--- src/rtl/uart_pkg.sv ---
// Shared UART definitions: scheduler state encoding, frame timing helper and
// the default word size.
package uart_pkg;

   localparam int unsigned WORDSIZE_DEFAULT = 8;

   typedef enum logic [2:0] {
      IDLE,
      LOAD,
      READY,
      START,
      WAIT
   } xmt_sched_state_t;

   // enablex ticks a frame occupies: start bit, data shifts, stop/clear tick, guard
   function automatic int unsigned wait_ticks(input int unsigned wordsize,
                                              input int unsigned guard);
      return wordsize + 2 + guard;
   endfunction

endpackage

--- src/rtl/rr_arbiter.sv ---
// Combinational round-robin arbiter: grants the first requester found
// searching upward from last+1, wrapping modulo N.
module rr_arbiter #(
   parameter int unsigned N = 4
) (
   input  logic [N-1:0]         req,
   input  logic [$clog2(N)-1:0] last,
   output logic [N-1:0]         gnt,
   output logic [$clog2(N)-1:0] gnt_idx
);

   localparam int unsigned IW = $clog2(N);

   logic          found;
   logic [IW-1:0] idx;

   always_comb begin
      gnt     = '0;
      gnt_idx = '0;
      found   = 1'b0;
      idx     = '0;
      for (int unsigned k = 1; k <= N; k++) begin
         idx = IW'((32'(last) + k) % N);
         if (!found && req[idx]) begin
            found    = 1'b1;
            gnt[idx] = 1'b1;
            gnt_idx  = idx;
         end
      end
   end

endmodule

--- src/rtl/uart_xmt_scheduler.sv ---
// Round-robin sharing of one uart_xmt among NREQ byte sources; sequences the
// transmitter control pulses and times each frame in enablex ticks.
module uart_xmt_scheduler
   import uart_pkg::*;
#(
   parameter int unsigned wordsize   = WORDSIZE_DEFAULT,
   parameter int unsigned NREQ       = 4,
   parameter int unsigned STOP_GUARD = 1
) (
   input  logic                     clk,
   input  logic                     reset,
   input  logic                     enablex,
   input  logic [NREQ-1:0]          req_valid,
   input  logic [NREQ*wordsize-1:0] req_data,
   output logic [NREQ-1:0]          req_ready,
   output logic [wordsize-1:0]      data_out,
   output logic                     load_xmtdata_reg,
   output logic                     byte_ready,
   output logic                     t_byte,
   output logic                     busy,
   output logic [$clog2(NREQ)-1:0]  grant_id
);

   localparam int unsigned WAIT_TICKS = wait_ticks(wordsize, STOP_GUARD);
   localparam int unsigned TW         = $clog2(WAIT_TICKS + 1);
   localparam int unsigned GW         = $clog2(NREQ);
   localparam logic [TW-1:0] TICK_LAST = TW'(WAIT_TICKS - 1);
   localparam logic [GW-1:0] LAST_INIT = GW'(NREQ - 1);

   xmt_sched_state_t    state_q, state_d;
   logic [TW-1:0]       tick_q;
   logic [wordsize-1:0] hold_q;
   logic [GW-1:0]       grant_id_q;
   logic [GW-1:0]       last_q;
   logic [NREQ-1:0]     ready_q;
   logic                post_reset_q;
   logic                grant_now;
   logic [NREQ-1:0]     arb_gnt;
   logic [GW-1:0]       arb_idx;

   rr_arbiter #(.N(NREQ)) u_arb (
      .req     (req_valid),
      .last    (last_q),
      .gnt     (arb_gnt),
      .gnt_idx (arb_idx)
   );

   // Granting is held off for one cycle after reset so all outputs stay low
   // through the reset cycle and the cycle after it.
   always_comb begin
      state_d          = state_q;
      grant_now        = 1'b0;
      load_xmtdata_reg = 1'b0;
      byte_ready       = 1'b0;
      t_byte           = 1'b0;
      busy             = (state_q != IDLE);
      case (state_q)
         IDLE: begin
            if (|req_valid && !post_reset_q) begin
               grant_now = 1'b1;
               state_d   = LOAD;
            end
         end
         LOAD: begin
            load_xmtdata_reg = 1'b1;
            if (enablex) state_d = READY;
         end
         READY: begin
            byte_ready = 1'b1;
            if (enablex) state_d = START;
         end
         START: begin
            t_byte = 1'b1;
            if (enablex) state_d = WAIT;
         end
         WAIT: begin
            if (enablex && tick_q == TICK_LAST) state_d = IDLE;
         end
         default: state_d = IDLE;
      endcase
   end

   always_ff @(posedge clk) begin
      if (reset) begin
         state_q      <= IDLE;
         tick_q       <= '0;
         hold_q       <= '0;
         grant_id_q   <= '0;
         last_q       <= LAST_INIT;
         ready_q      <= '0;
         post_reset_q <= 1'b1;
      end else begin
         state_q      <= state_d;
         post_reset_q <= 1'b0;
         ready_q      <= grant_now ? arb_gnt : '0;
         if (grant_now) begin
            hold_q     <= req_data[arb_idx*wordsize +: wordsize];
            grant_id_q <= arb_idx;
            last_q     <= arb_idx;
         end
         if (state_q == START && enablex) begin
            tick_q <= '0;
         end else if (state_q == WAIT && enablex && tick_q != TICK_LAST) begin
            tick_q <= tick_q + TW'(1);
         end
      end
   end

   assign req_ready = ready_q;
   assign data_out  = hold_q;
   assign grant_id  = grant_id_q;

endmodule

--- config.mk ---
export PLATFORM = sky130hd
export DESIGN_NAME = uart_xmt_scheduler
export DESIGN_NICKNAME = d
export VERILOG_FILES = /design/src/rtl/uart_pkg.sv /design/src/rtl/rr_arbiter.sv /design/src/rtl/uart_xmt_scheduler.sv
export SDC_FILE = /design/constraint.sdc
export NUM_CORES = 1
export LEC_CHECK = 0
export CAP_MARGIN = 25
export CELL_PAD_IN_SITES_DETAIL_PLACEMENT = 0
export CELL_PAD_IN_SITES_GLOBAL_PLACEMENT = 1
export CORE_AREA = 2 2 70 59
export DETAILED_ROUTE_END_ITERATION = 7
export DIE_AREA = 0 0 72 61
export DONT_BUFFER_PORTS = 1
export PLACE_DENSITY = 0.9
export SETUP_SLACK_MARGIN = 0.2
export SYNTH_ARGS = -nofsm -noshare
export SYNTH_HDL_FRONTEND = slang
export SYNTH_HIERARCHICAL = 1
export SYNTH_SLANG_ARGS = --single-unit
--- constraint.sdc ---
create_clock -name clk -period 7.6 [get_ports clk]
set_input_delay 0.76 -clock clk [delete_from_list [all_inputs] [get_ports clk]]
set_output_delay 0.76 -clock clk [all_outputs]
set_load 0.02 [all_outputs]
==> metrics <==
Pwr Density=229 nW/um^2; post-synth top area share=27.2%; setup TNS=0 ns; Ports=57; syn nets=236; cell taking the most area after synthesis=dfxtp_1; reg2reg end=data_out[5]$_SDFFE_PP0P_; Critical Path Max Stage Delay=0.78 ns; crit path max-delay cell type=dfxtp_1; setup bufs post-CTS=0; max-slew violations=0; setup slack, reg-to-reg=4.11 ns; adder-cell area share of the yosys netlist=7.09%; synthesized area per cell=9.44 um^2; port bufs=0; most frequent CP cell=a21oi_1; drt wl/cell=18.6 um; Fin Hold WS=0.492 ns; status=complete, no violations; Worst EP arrival=3.65 ns; crit path buf inv count=2; wire length on met2=2120 um; Seq cells post-synth=24; sequential fraction of the synthesis area=27.2%; simple-gate share of the synthesized area=22.3%; Compound-Gate Fraction of Synth Area=20.9%; cells on worst reg2reg path=10; max cap viols=0; Power Total=0.413 mW; Lkg Pwr=0.633 nW; CTS root buf=clkbuf_8; drt pass-1 iters=4; Post-DRT Antenna Nets=0; worst path required time=7.76 ns; main combinational cell family by area after synthesis=simple AND/OR/NAND/NOR gates; drt total wl=4140 um; DR vias/cell=6.47; Post-Synth XOR/XNOR Area=0.496%; most frequent cells in the layout=24 x dfxtp_1, 16 x a21oi_1, 12 x nand2_1, 11 x nand3_1; share of layout cells above drive strength 1=18.5%; worst-case clock buffer depth=2; Antenna Cells=0; Critical Path Source Type=flip-flop; Netlist cell types=45; Synth Flop Type=dfxtp_1; initial antenna violation count=0; critical path capture point type=flip-flop; mux cell area share after synthesis=14.0%; CTS H-tree depth=1; Resized Gates After CTS=0; Vias=1437; Synth area leaders=dfxtp_1 27%, mux4_2 13%, ha_1 7.1%, a21oi_1 4.5%, buf_6 3.2%; Total Routing Usage GR=18.6%; Die X=72 um; final design utilization=49.0%; CTS Buf Count=3; global route total overflow=0; mapped cell area=1770 um^2; routability congestion estimate from global placement=0.882; VDD IR max=0.0815 mV; hold_sp=tick_q[3]$_SDFFE_PP0P_; met3 WL=264 um; crit path kind=flip-flop to flip-flop; RSZ-0062 raised after global routing=no; clock transition at the registers of the reported paths=0.08 ns; # clock sinks=24; WHS Path Cells=2; Final Hold Fails=0; reg2reg start=last_q[0]$_SDFFE_PP1P_; TritonCTS clock tree=yes; worst-margin pin slew=0.703 ns; number of flops mapped to enable cells by yosys=0; Mapped Cells=187; Die Ht=61 um; Nets=228; FP Rows=20; Worst Path Max Fanout=20; Synth Warn #=6; largest net degree at the start of global routing=21; worst min path class=flip-flop to flip-flop; first-pass GRT wire length=6330 um; number of global-route vias before repair=1265; post-DP HPWL=3140 um; fin crit share=45.9%; CP top delay family=flip-flops; Final Skew=0.00818 ns; uppermost routed layer=met4; crit-path cells=inv_1, ha_1, nor2b_1, a22oi_1, o211ai_1, a21oi_1, buf_4, mux4_2, nand3_1, a21oi_1; WL met1=1680 um; Layout area overhead=2.13%; Highest Clock Rate=0.287 GHz; cts hold-fix bufs=0; Worst Hold Endpoint=tick_q[3]$_SDFFE_PP0P_; Setup Viol. Count Final=0; Die Footprint=4390 um^2; post-layout minimum cycle time=3.49 ns; Post-synth ARST share=0%; core area=3680 um^2; Skew-Pair Late Insertion Delay=0.26 ns; starting density of the core=48.0%; Slew headroom=53.1%; residual DRC count=0; commonest non-fill, non-tap cell in the layout=dfxtp_1; initial drt markers=67
cell families (layout without fill, tap and decap cells):
kind of cell,count (synthesis),in the layout
xor+xnor,1,1
flops,24,24
simple gates,62,62
compound gates,55,55
fa+ha+maj,10,10
buf+inv,23,14
mux,12,12
flip-flops by register name, indices dropped and copies added, names as in the netlist:
| name | flops |
|---|---|
| post_reset_q | 1 |
| grant_id | 2 |
| data_out | 8 |
| req_ready | 4 |
| last_q | 2 |
| tick_q | 4 |
| state_q | 3 |
through the flow:
step / cells / instance area (um^2) / setup slack, ns
2_1_floorplan: 187 / 1770 / 4.86
3_3_place_gp: 216 / 1720 / 4.01
3_5_place_dp: 216 / 1720 / 3.75
4_1_cts: 220 / 1790 / 3.75
5_1_grt: 222 / 1800 / 3.82
6_report: 222 / 1800 / 4.11
Yosys cell counts, types with 4 or more instances:
cell	instances
and2_1	4
or3_1	4
ha_1	10
dfxtp_1	24
o21ai_1	9
mux4_2	10
a21oi_1	16
clkbuf_1	4
buf_6	5
nand2_1	12
nor2b_1	4
o21ai_0	10
nand3_1	11
a221o_2	4
inv_1	6
buf_2	5
final cells by class:
type	instances	area [um^2]
multi-input combinational	140	1140
clock inverter	1	30.0
clock buffer	3	41.3
inverter	6	22.5
timing repair buffer	4	30.0
fill	341	1880
tap	44	55.1
sequential	24	480
worst max path at each step:
stage	from	endpoint	slack [ns]	depth (start not counted)
after floorplan	last_q[0]$_SDFFE_PP1P_	data_out[0]$_SDFFE_PP0P_	4.86	12
after global placement	last_q[0]$_SDFFE_PP1P_	data_out[0]$_SDFFE_PP0P_	4.01	9
after detailed placement	last_q[0]$_SDFFE_PP1P_	data_out[5]$_SDFFE_PP0P_	3.75	9
after CTS	last_q[0]$_SDFFE_PP1P_	data_out[5]$_SDFFE_PP0P_	3.75	9
after global routing	last_q[0]$_SDFFE_PP1P_	data_out[5]$_SDFFE_PP0P_	3.82	10
final	last_q[0]$_SDFFE_PP1P_	data_out[5]$_SDFFE_PP0P_	4.11	10
metal layers:
metal	up-vias	global-route usage [%]
met1	693	24.6
li1	689	-
met2	47	31.1
met4	0	5.39
met3	8	4.32
met5	-	0
worst min-delay path, cell delays in order (launching register included):
cell and delay, ns:
dfxtp_1 0.32, o21ai_0 0.07, a21oi_1 0.06
power breakdown:
| group | internal (mW) | total [mW] | switching (mW) | leakage, nW |
|---|---|---|---|---|
| combinational | 0.0703 | 0.137 | 0.0668 | 0.401 |
| clock | 0.0703 | 0.109 | 0.0383 | 0.0357 |
| sequential | 0.138 | 0.168 | 0.0293 | 0.196 |
| total | 0.279 | 0.413 | 0.134 | 0.633 |
Power figures use the tool's default switching activity.
